--- config.mk ---
export PLATFORM = sky130hd
export DESIGN_NAME = port_rx_deser
export DESIGN_NICKNAME = d
export VERILOG_FILES = /design/src/rtl/router_pkg.sv /design/src/rtl/port_rx_deser.sv
export SDC_FILE = /design/constraint.sdc
export NUM_CORES = 1
export LEC_CHECK = 0
export ABC_AREA = 1
export BUFFER_PORTS_ARGS = -buffer_cell sky130_fd_sc_hd__buf_4
export CELL_PAD_IN_SITES_DETAIL_PLACEMENT = 1
export CELL_PAD_IN_SITES_GLOBAL_PLACEMENT = 1
export CORE_MARGIN = 3
export CORE_UTILIZATION = 47
export DETAILED_ROUTE_END_ITERATION = 8
export GPL_ROUTABILITY_DRIVEN = 0
export HOLD_SLACK_MARGIN = 0.05
export PLACE_DENSITY_LB_ADDON = 0.05
export RECOVER_POWER = 100
export SLEW_MARGIN = 20
export SYNTH_ARGS = -nofsm -noshare
export SYNTH_HDL_FRONTEND = slang
export SYNTH_SLANG_ARGS = --single-unit
export TNS_END_PERCENT = 1
--- constraint.sdc ---
create_clock -name clock -period 3.9 [get_ports clock]
set_clock_uncertainty 0.05 [all_clocks]
set_input_delay 0.585 -clock clock [delete_from_list [all_inputs] [get_ports clock]]
set_output_delay 0.585 -clock clock [all_outputs]
set_load 0.01 [all_outputs]
--- src/rtl/router_pkg.sv ---
// router_pkg: types and widths shared by the router port receivers and the
// crossbar arbiter.
//   rx_state_t : receiver FSM states
//   DA_W       : destination address width
//   PAYLOAD_W  : packet payload width
//   rx_pkt_t   : one parallel packet (address + payload)
package router_pkg;

  localparam int DA_W      = 4;
  localparam int PAYLOAD_W = 32;
  localparam int DCNT_W    = $clog2(PAYLOAD_W);

  typedef enum logic [1:0] {
    IDLE = 2'd0,
    ADDR = 2'd1,
    PAD  = 2'd2,
    DATA = 2'd3
  } rx_state_t;

  typedef struct packed {
    logic [DA_W-1:0]      da;
    logic [PAYLOAD_W-1:0] data;
  } rx_pkt_t;

endpackage

--- src/rtl/port_rx_deser.sv ---
// port_rx_deser: serial packet receiver for one router input lane.
// Decodes a 4-bit destination address (LSB first), skips up to MAX_PAD
// padding cycles, deserializes a 32-bit payload LSB first, and offers the
// packet through a single-entry holding register on a valid/ready handshake.
//
// Ports
//   clock, reset_n          : clock, async active-low reset
//   frame_n, valid_n, di    : serial lane (frame_n high marks the last bit)
//   pkt_valid / pkt_ready   : holding register handshake
//   pkt_da, pkt_data        : held packet
//   err_frame               : one-cycle pulse on a framing violation
//   err_drop                : one-cycle pulse when a finished packet is lost
//   rx_count                : packets loaded into the holding register
//   busy                    : receiver is inside a frame
//
// state | meaning
// IDLE  | waiting for frame_n to fall
// ADDR  | shifting in address bits 1..3
// PAD   | skipping padding until valid_n falls
// DATA  | shifting in payload bits, frame_n high on bit 31
module port_rx_deser
  import router_pkg::*;
#(
  parameter int MAX_PAD = 15
) (
  input  logic                 clock,
  input  logic                 reset_n,
  input  logic                 frame_n,
  input  logic                 valid_n,
  input  logic                 di,
  output logic                 pkt_valid,
  input  logic                 pkt_ready,
  output logic [DA_W-1:0]      pkt_da,
  output logic [PAYLOAD_W-1:0] pkt_data,
  output logic                 err_frame,
  output logic                 err_drop,
  output logic [7:0]           rx_count,
  output logic                 busy
);

  localparam int                PCNT_W    = $clog2(MAX_PAD + 2);
  localparam logic [PCNT_W-1:0] PCNT_LAST = PCNT_W'(MAX_PAD);
  localparam logic [DCNT_W-1:0] DCNT_LAST = DCNT_W'(PAYLOAD_W - 1);

  rx_state_t            r_state,     w_state_nxt;
  logic [DA_W-1:0]      r_da,        w_da_nxt;
  logic [1:0]           r_acnt,      w_acnt_nxt;
  logic [PCNT_W-1:0]    r_pcnt,      w_pcnt_nxt;
  logic [DCNT_W-1:0]    r_dcnt,      w_dcnt_nxt;
  logic [PAYLOAD_W-1:0] r_shift,     w_shift_nxt;
  rx_pkt_t              r_pkt,       w_pkt_nxt;
  logic                 r_pkt_valid, w_pkt_valid_nxt;
  logic                 r_err_frame, w_err_frame_nxt;
  logic                 r_err_drop,  w_err_drop_nxt;
  logic [7:0]           r_rx_count,  w_rx_count_nxt;

  logic w_complete;
  logic w_pop;
  logic w_load;

  always_ff @(posedge clock or negedge reset_n) begin
    if (!reset_n) begin
      r_state     <= IDLE;
      r_da        <= '0;
      r_acnt      <= '0;
      r_pcnt      <= '0;
      r_dcnt      <= '0;
      r_shift     <= '0;
      r_pkt       <= '0;
      r_pkt_valid <= 1'b0;
      r_err_frame <= 1'b0;
      r_err_drop  <= 1'b0;
      r_rx_count  <= '0;
    end else begin
      r_state     <= w_state_nxt;
      r_da        <= w_da_nxt;
      r_acnt      <= w_acnt_nxt;
      r_pcnt      <= w_pcnt_nxt;
      r_dcnt      <= w_dcnt_nxt;
      r_shift     <= w_shift_nxt;
      r_pkt       <= w_pkt_nxt;
      r_pkt_valid <= w_pkt_valid_nxt;
      r_err_frame <= w_err_frame_nxt;
      r_err_drop  <= w_err_drop_nxt;
      r_rx_count  <= w_rx_count_nxt;
    end
  end

  always_comb begin
    w_state_nxt     = r_state;
    w_da_nxt        = r_da;
    w_acnt_nxt      = r_acnt;
    w_pcnt_nxt      = r_pcnt;
    w_dcnt_nxt      = r_dcnt;
    w_shift_nxt     = r_shift;
    w_err_frame_nxt = 1'b0;
    w_complete      = 1'b0;

    unique case (r_state)
      IDLE: begin
        if (!frame_n) begin
          if (valid_n) begin
            w_da_nxt[0] = di;
            w_acnt_nxt  = 2'd1;
            w_state_nxt = ADDR;
          end else begin
            w_err_frame_nxt = 1'b1;
          end
        end
      end

      ADDR: begin
        if (frame_n || !valid_n) begin
          w_err_frame_nxt = 1'b1;
          w_acnt_nxt      = '0;
          w_state_nxt     = IDLE;
        end else begin
          w_da_nxt[r_acnt] = di;
          if (r_acnt == 2'd3) begin
            w_acnt_nxt  = '0;
            w_pcnt_nxt  = '0;
            w_state_nxt = PAD;
          end else begin
            w_acnt_nxt = r_acnt + 2'd1;
          end
        end
      end

      PAD: begin
        // frame_n high is an error even with valid_n low: payload bit 0 must
        // be sent with frame_n low.
        if (frame_n) begin
          w_err_frame_nxt = 1'b1;
          w_pcnt_nxt      = '0;
          w_state_nxt     = IDLE;
        end else if (!valid_n) begin
          w_shift_nxt[0] = di;
          w_dcnt_nxt     = DCNT_W'(1);
          w_pcnt_nxt     = '0;
          w_state_nxt    = DATA;
        end else if (r_pcnt == PCNT_LAST) begin
          // this pad cycle would be number MAX_PAD+1
          w_err_frame_nxt = 1'b1;
          w_pcnt_nxt      = '0;
          w_state_nxt     = IDLE;
        end else begin
          w_pcnt_nxt = r_pcnt + PCNT_W'(1);
        end
      end

      DATA: begin
        if (!valid_n) begin
          if (frame_n != (r_dcnt == DCNT_LAST)) begin
            w_err_frame_nxt = 1'b1;
            w_dcnt_nxt      = '0;
            w_state_nxt     = IDLE;
          end else begin
            w_shift_nxt[r_dcnt] = di;
            if (r_dcnt == DCNT_LAST) begin
              w_complete  = 1'b1;
              w_dcnt_nxt  = '0;
              w_state_nxt = IDLE;
            end else begin
              w_dcnt_nxt = r_dcnt + DCNT_W'(1);
            end
          end
        end else if (frame_n) begin
          // frame ended during a stall: the packet can never finish
          w_err_frame_nxt = 1'b1;
          w_dcnt_nxt      = '0;
          w_state_nxt     = IDLE;
        end
      end

      default: w_state_nxt = IDLE;
    endcase
  end

  // Holding register: a finishing packet may replace one popped this cycle.
  always_comb begin
    w_pop           = r_pkt_valid && pkt_ready;
    w_load          = w_complete && (!r_pkt_valid || w_pop);
    w_pkt_nxt       = r_pkt;
    w_pkt_valid_nxt = r_pkt_valid;
    w_rx_count_nxt  = r_rx_count;
    w_err_drop_nxt  = w_complete && !w_load;
    if (w_load) begin
      w_pkt_nxt.da    = r_da;
      w_pkt_nxt.data  = w_shift_nxt;
      w_pkt_valid_nxt = 1'b1;
      w_rx_count_nxt  = r_rx_count + 8'd1;
    end else if (w_pop) begin
      w_pkt_valid_nxt = 1'b0;
    end
  end

  assign pkt_valid = r_pkt_valid;
  assign pkt_da    = r_pkt.da;
  assign pkt_data  = r_pkt.data;
  assign err_frame = r_err_frame;
  assign err_drop  = r_err_drop;
  assign rx_count  = r_rx_count;
  assign busy      = (r_state != IDLE);

endmodule

==> implementation parameters, run 1 <==
Parameter                              Value

Logic synthesis
  Share of synthesized area occupied by flip-flops and latches    51.8%
  Share of flip-flops with an asynchronous set or reset    100%
  Net count after synthesis    574
  Warning count from the yosys run    0
  Count of different cell masters after synthesis    31
  Number of synthesized register bits    97
  Post-synthesis cell count    556
  Mean post-synth cell area    8.43 sq um
  Main synth FF type    dfrtp_1
  Number of flops mapped to enable cells by yosys    0
  Cell area after synthesis    4690 sq um

GRT
  Met2 demand-to-capacity share in global routing    39.3%
  Met3 Resource Use GR    3.74%
  Global-route wire length before repair    20,100 um
  Antenna violations before repair    0
  Total grt overflow    0
  Largest net degree at the start of global routing    66
  GR met1 Demand/Resource    28.7%
  Vias in the first global route    4,145
  GR peak layer    met2
  Overall fraction of global-route tracks in use    22.5%

Critical path
  Crit-path cells    ha_1, inv_1, nor2_1, ha_1, ha_1, nor2_1, nand2_1, nor2_1, nand2_1, nand2_1, nand2_1, o21ai_0
  Kind of end point of the critical path    register
  Data arrival time at the worst-slack endpoint    3290 ps
  Family of cells with the greatest summed delay on the critical path    simple AND/OR/NAND/NOR gates
  Type of element launching the critical path    register
  Setup slack of the most critical reg-to-reg path    840 ps
  Worst stage delay on the critical path    780 ps
  Critical path's slowest cell    nor2_1
  Worst path most repeated cell    nand2_1
  Top fanout value on the critical path    12
  WP data required    4130 ps
  Startpoint-to-endpoint class of the critical path    reg2reg
  Crit path buf inv count    1

Floorplanning
  Die boundary height    106 um
  Number of placement rows    35
  DIE AREA    11,200 sq um
  Initial cell density of the core    49.5%
  Core area    9460 sq um
  Ports    54
  Width of the die    106 um

Place
  PortBufs    53
  Half-perimeter wire length after detailed placement    8100 um

Layout
  Share of layout cells above drive strength 1    4.91%
  Count of fill cells added during filler insertion    1,222
  Count of antenna diodes in the layout    0
  Footprint of the flip-flops and latches    2430 sq um
  Area growth syn-to-layout    8.17%
  Final layout net count    624
  Fraction of the core area covered by cells at the end of the flow    53.6%
  Area taken by multi-input logic gates    1800 sq um

STA
  Highest achievable clock rate    327 MHz
  Slew headroom    -8.61%
  Final worst path period need    3060 ps
  Fin Setup TNS    0 ps
  Final period util    78.5%
  Fin Hold WS    435 ps
  Final setup violating endpoints    0
  Setup repair after global routing missed its margin    no
  Count of final hold-check violations    0
  Worst-Margin Slew    1630 ps
  Pins over their slew limit    66

Pwr
  Power per unit of standard cell area    437 nW/um^2
  Leakage Power    2.56 nW
  Clock share of power    27.6%
  Combinational power share    19.4%
  Cell internal power dissipation    1.48 mW
  Switching share of power    33.1%
  Sequential fraction of design power    53.0%
  Net Switching    0.732 mW
  Peak supply drop    0.255 mV

Flow run
  Count of max-cap constraint violations    1

Drt
  Total Wirelength    11,500 um
  DRC    0
  Number of detailed-routing iterations run before antenna repair    4
  Count of vias placed by the detailed router    3,784
  Average vias per placed instance    5.11
  Post-DRT Antenna Nets    0
  Detailed-route wire length per cell    15.5 um
  DRT iter0 DRCs    129

Min path
  Worst hold path class    reg2reg

Clocking
  Cell at the root of the clock tree    clkbuf_8
  Clk sinks    97
  CTS tree    yes
  Hold Buf Count CTS    0
  Register clock-pin slew on the reported worst setup and hold paths    90 ps
  Setup Buffers After CTS    0
  Number of resized instances in the post-cts repair step    0
  Maximum root-to-sink buffer count    2
  Clock insertion delay at the later pin of the skew report    370 ps
  Number of H-tree levels    3
  CTS buffer count    9

Outcome
  Run status    finished, violations left
  Violations in the final reports    max-capacitance violations, max-slew violations
[logic make-up (layout without fill, tap and decap cells)]
logic type / Yosys count / in the layout / share of synthesized area, %
AND/OR/NAND/NOR: 301 / 301 / 28.9
flip-flops: 97 / 97 / 51.8
buffers and inverters: 91 / 146 / 8.89
AO/OA/AOI/OAI: 49 / 49 / 6.09
adder cells (fa/ha/maj): 12 / 12 / 3.20
XOR/XNOR: 6 / 6 / 1.12
[final timing paths]
check,startpoint,to,cells after the start
max in group asynchronous,reset_n,r_dcnt[3]$_DFFE_PN0P_,2
setup reg to reg,r_dcnt[0]$_DFFE_PN0P_,pkt_data[22]$_DFFE_PN0P_,12
hold reg to reg,pkt_da[3]$_DFFE_PN0P_,pkt_da[3]$_DFFE_PN0P_,2
min in group asynchronous,reset_n,rx_count[4]$_DFFE_PN0P_,1
hold / removal,pkt_da[3]$_DFFE_PN0P_,pkt_da[3]$_DFFE_PN0P_,2
setup / recovery,r_dcnt[0]$_DFFE_PN0P_,pkt_data[22]$_DFFE_PN0P_,12
[cell usage after synthesis (4+ instances only)]
master / count / area [sq um]
nand3_1: 62 / 310
buf_6: 8 / 90.1
xor2_1: 4 / 35.0
buf_4: 4 / 30.0
a21oi_1: 5 / 25.0
dfrtp_1: 97 / 2430
nor2_1: 21 / 78.8
nor3_1: 4 / 20.0
nand2_1: 178 / 668
inv_1: 68 / 255
o21ai_0: 16 / 80.1
clkbuf_1: 5 / 18.8
nand4_1: 4 / 25.0
inv_2: 5 / 18.8
and2_1: 15 / 93.8
ha_1: 12 / 150
o21bai_1: 12 / 90.1
o21ai_1: 11 / 55.1
[power by group through the flow]
stage | logic, mW | registers, mW | clock network (mW)
5_1_grt | 0.500 | 1.19 | 0.678
2_1_floorplan | 0.331 | 1.17 | 0
4_1_cts | 0.463 | 1.17 | 0.626
6_report | 0.430 | 1.17 | 0.610
3_5_place_dp | 0.456 | 1.19 | 0
3_3_place_gp | 0.435 | 1.19 | 0
[worst min-delay path, delay by kind of cell, from the launching register on]
family	cells	cell delay, ps
flops	1	350
simple gates	2	100
[stage by stage]
stage	power (mW)	std cells	setup WS (ps)	area [sq um]
4_1_cts	2.26	740	1070	5300
2_1_floorplan	1.50	556	1580	4690
3_5_place_dp	1.65	724	1090	5130
3_3_place_gp	1.62	724	1290	5130
6_report	2.21	740	838	5070
5_1_grt	2.37	740	578	5070
[layer usage]
layer,up-vias,wire (um)
met5,-,0
met2,66,5640
li1,1839,-
met1,1867,5240
met4,0,174
met3,12,420
[flip-flops by register name, indices dropped and copies added, names as in the netlist]
| register | cells |
|---|---|
| err_drop | 1 |
| err_frame | 1 |
| pkt_da | 4 |
| pkt_data | 32 |
| pkt_valid | 1 |
| r_acnt | 2 |
| r_da | 4 |
| r_dcnt | 5 |
| r_pcnt | 5 |
| r_shift | 32 |
| r_state | 2 |
| rx_count | 8 |
[layout make-up]
| type | instances | share of cell area (%) |
|---|---|---|
| timing repair buffer | 56 | 4.47 |
| sequential | 97 | 47.9 |
| inverter | 74 | 5.48 |
| clock inverter | 3 | 0.494 |
| multi-input combinational | 368 | 35.5 |
| clock buffer | 13 | 2.94 |
| tap | 129 | 3.18 |
[cell usage in the layout, fill, tap and decap left out]
| master | instances |
|---|---|
| dfrtp_1 | 97 |
| nand4_1 | 4 |
| o21bai_1 | 12 |
| o22ai_1 | 2 |
| clkbuf_2 | 1 |
| nor3_2 | 3 |
| o211ai_1 | 2 |
| xnor2_1 | 2 |
| a22oi_1 | 1 |
| o21ai_0 | 27 |
| inv_2 | 5 |
| and3_1 | 1 |
| nand2_2 | 1 |
| ha_1 | 12 |
| clkbuf_8 | 10 |
| clkinvlp_4 | 1 |
| and2_0 | 14 |
| inv_1 | 69 |
| and2_1 | 1 |
| clkbuf_1 | 54 |
| a21oi_1 | 5 |
| nor3_1 | 4 |
| nand2_1 | 181 |
| nand3_1 | 62 |
| xor2_1 | 4 |
| nor3_4 | 2 |
| or2_0 | 1 |
| buf_4 | 4 |
| clkinv_4 | 1 |
| inv_6 | 1 |
| nor2_2 | 1 |
| nor2_1 | 26 |
(Power assumes the default switching activity.)
==> inputs of run 2 (changes only) <==
CORE_UTILIZATION = 44   (was 47)
clock period = 2.9 ns   (was 3.9 ns; I/O delays follow)
==> run 2 against run 1 <==
The run now ends clean. Sequential share of layout area down 0.98 points. Register-to-register slack lost 570 ps. Non-clock buffer count is 3 higher. Count of clock-buffer cells in the layout shrank 2. Die area increased by 6.4%. Utilization down 3.5 points. Via count is 0.77% lower. Maximum frequency up 16%. Largest cell class unchanged. Largest power group unchanged. Highest routed layer unchanged.
==> implementation parameters, run 2 (synthesis gave the netlist of run 1 again) <==
Parameter                              Value

Pwr
  Net Switching    1.02 mW (+39%)
  Clock share of power    30.6% (+3.0 points)
  Total power draw    3.12 mW (+41%)
  Power per unit of standard cell area    603 nW/um^2 (+38%)
  Peak supply drop    0.335 mV (+31%)
  Leakage Power    2.60 nW (+1.5%)
  Sequential fraction of design power    50.6% (-2.4 points)
  Switching share of power    32.5% (-0.52 points)
  Cell internal power dissipation    2.11 mW (+42%)
  Combinational power share    18.8% (-0.6 points)

Critical path
  Critical path's slowest cell    dfrtp_1
  Family of cells with the greatest summed delay on the critical path    simple AND/OR/NAND/NOR gates
  WP data required    3140 ps (-990 ps)
  Crit path buf inv count    1 (unchanged)
  Endpoint of the most critical register-to-register path    pkt_data[29]$_DFFE_PN0P_
  Data arrival time at the worst-slack endpoint    2880 ps (-410 ps)
  Type of element launching the critical path    register
  Worst stage delay on the critical path    420 ps (-360 ps)
  Setup slack of the most critical reg-to-reg path    270 ps (-570 ps)
  Startpoint-to-endpoint class of the critical path    reg2reg
  Worst Reg2Reg Path Length in Cells    12 (unchanged)
  Top fanout value on the critical path    12 (unchanged)
  Worst path most repeated cell    nand2_1
  Kind of end point of the critical path    register
  Worst reg2reg path startpoint    r_dcnt[0]$_DFFE_PN0P_
  Crit-path cells    ha_1, inv_1, nor2_1, ha_1, ha_1, nor2_1, nand2_1, nor2_4, nand2_1, nand2_1, nand2_1, o21ai_0

Floorplanning
  Number of placement rows    37 (+5.7%)
  Width of the die    109 um (+3.2%)
  Ports    54 (unchanged)
  Core area    10,300 sq um (+9.1%)
  Die boundary height    109 um (+3.2%)
  DIE AREA    11,900 sq um (+6.4%)
  Initial cell density of the core    45.4% (-4.1 points)

Layout
  Final layout net count    627 (+0.48%)
  Share of layout cells above drive strength 1    6.68% (+1.8 points)
  Most frequent cells in the layout    nand2_1, dfrtp_1, inv_1, nand3_1, clkbuf_1
  Area growth syn-to-layout    10.4%
  Most frequent standard cell in the layout excluding fill and tap cells    nand2_1
  Count of antenna diodes in the layout    0 (unchanged)

Clocking
  Number of H-tree levels    3 (unchanged)
  Clk sinks    97 (unchanged)
  CTS tree    yes
  Cell at the root of the clock tree    clkbuf_8
  Register clock-pin slew on the reported worst setup and hold paths    100 ps (about the same)
  Maximum root-to-sink buffer count    2 (unchanged)
  Setup Buffers After CTS    0 (unchanged)
  CTS buffer count    9 (unchanged)
  Clock insertion delay at the later pin of the skew report    370 ps (about the same)

STA
  Highest achievable clock rate    380 MHz (+16%)
  Pins over their slew limit    0 (-100%)
  Final setup violating endpoints    0 (unchanged)
  Final period util    90.8% (+12 points)
  Count of final hold-check violations    0 (unchanged)
  Slew headroom    21.7% (+30 points)
  Setup repair after global routing missed its margin    no
  Final worst path period need    2630 ps (-429 ps)
  Fin Setup TNS    0 ps (unchanged)
  Worst-Margin Slew    1170 ps (-454 ps)

Flow run
  Count of max-cap constraint violations    0 (-1)

Drt
  Post-DRT Antenna Nets    0 (unchanged)
  Number of detailed-routing iterations run before antenna repair    4 (unchanged)
  DRT iter0 DRCs    173 (+34%)
  Detailed-route wire length per cell    14.9 um (-4.2%)
  Average vias per placed instance    5.01 (-2.1%)
  Count of vias placed by the detailed router    3,755 (-0.77%)
  Total Wirelength    11,100 um (-2.9%)
  DRC    0 (unchanged)

GRT
  Met2 demand-to-capacity share in global routing    34.5% (-4.8 points)
  Overall fraction of global-route tracks in use    19.9% (-2.6 points)
  Largest net degree at the start of global routing    52 (-21%)
  Total grt overflow    0 (unchanged)
  Vias in the first global route    3,861 (-6.9%)
  GR peak layer    met2
  GR met1 Demand/Resource    25.6% (-3.1 points)
  Antenna violations before repair    0 (unchanged)
  Met3 Resource Use GR    3.37% (-0.36 points)
  Global-route wire length before repair    18,600 um (-7.5%)

Min path
  Worst Min Path Start    pkt_ready
  Worst Hold Path EP    pkt_valid$_DFFE_PN0P_
  Worst Hold Depth    4 (+2)
  Worst hold path class    in2reg

Place
  PortBufs    53 (unchanged)
  Half-perimeter wire length after detailed placement    7750 um (-4.2%)

Outcome
  Run status    complete, no violations
run 2: worst register-to-register path: stages, from the launching register on:
cell and delay (ps):
dfrtp_1 420, ha_1 260, inv_1 130, nor2_1 70, ha_1 210, ha_1 300
nor2_1 150, nand2_1 210, nor2_4 370, nand2_1 100, nand2_1 70, nand2_1 60
o21ai_0 150
run 2: timing repair:
item	CTS	global route
gates resized for setup	0	0
hold buffers	1	0
setup endpoints to repair	0	0
hold endpoints to repair	46	0
run 2: metrics by stage:
| step | setup WS [ps] | cell area, sq um | hold WS, ps | cells | utilization [%] |
|---|---|---|---|---|---|
| after floorplan | 585 | 4690 | 89.4 | 556 | - |
| after global placement | 459 | 5160 | 408 | 733 | 50.0 |
| after detailed placement | 339 | 5160 | 419 | 733 | 50.0 |
| after CTS | 312 | 5390 | 290 | 750 | 52.2 |
| after global routing | 69.4 | 5170 | 320 | 750 | 50.1 |
| final | 267 | 5170 | 299 | 750 | 50.1 |
run 2: worst max path at each step:
| stage | from | to | slack [ps] | depth (start not counted) |
|---|---|---|---|---|
| 3_5_place_dp | r_dcnt[0]$_DFFE_PN0P_ | pkt_data[13]$_DFFE_PN0P_ | 340 | 11 |
| 2_1_floorplan | r_dcnt[0]$_DFFE_PN0P_ | r_shift[4]$_DFF_PN0_ | 580 | 11 |
| 3_3_place_gp | r_dcnt[0]$_DFFE_PN0P_ | pkt_data[2]$_DFFE_PN0P_ | 460 | 12 |
| 4_1_cts | r_dcnt[0]$_DFFE_PN0P_ | pkt_data[10]$_DFFE_PN0P_ | 310 | 12 |
| 6_report | r_dcnt[0]$_DFFE_PN0P_ | pkt_data[29]$_DFFE_PN0P_ | 270 | 12 |
| 5_1_grt | r_dcnt[0]$_DFFE_PN0P_ | pkt_data[23]$_DFFE_PN0P_ | 70 | 12 |
run 2: cell type report:
cell class	count	area (sq um)
flip-flops and latches	97	2430
well taps	136	170
inverters	74	278
multi-input cells	368	1830
fillers	1322	5150
clock buffers	11	151
repair buffers	59	256
clock inverters	5	62.6
run 2: metal layers:
| metal | up-vias | wire, um |
|---|---|---|
| li1 | 1840 | - |
| met1 | 1855 | 5240 |
| met2 | 47 | 5450 |
| met3 | 13 | 309 |
| met4 | 0 | 137 |
| met5 | - | 0 |
run 2: power by group through the flow:
stage	combinational [mW]	clock, mW	sequential (mW)
6_report	0.587	0.955	1.58
5_1_grt	0.681	1.04	1.60
3_3_place_gp	0.588	0	1.60
2_1_floorplan	0.445	0	1.57
4_1_cts	0.626	0.980	1.58
3_5_place_dp	0.621	0	1.61
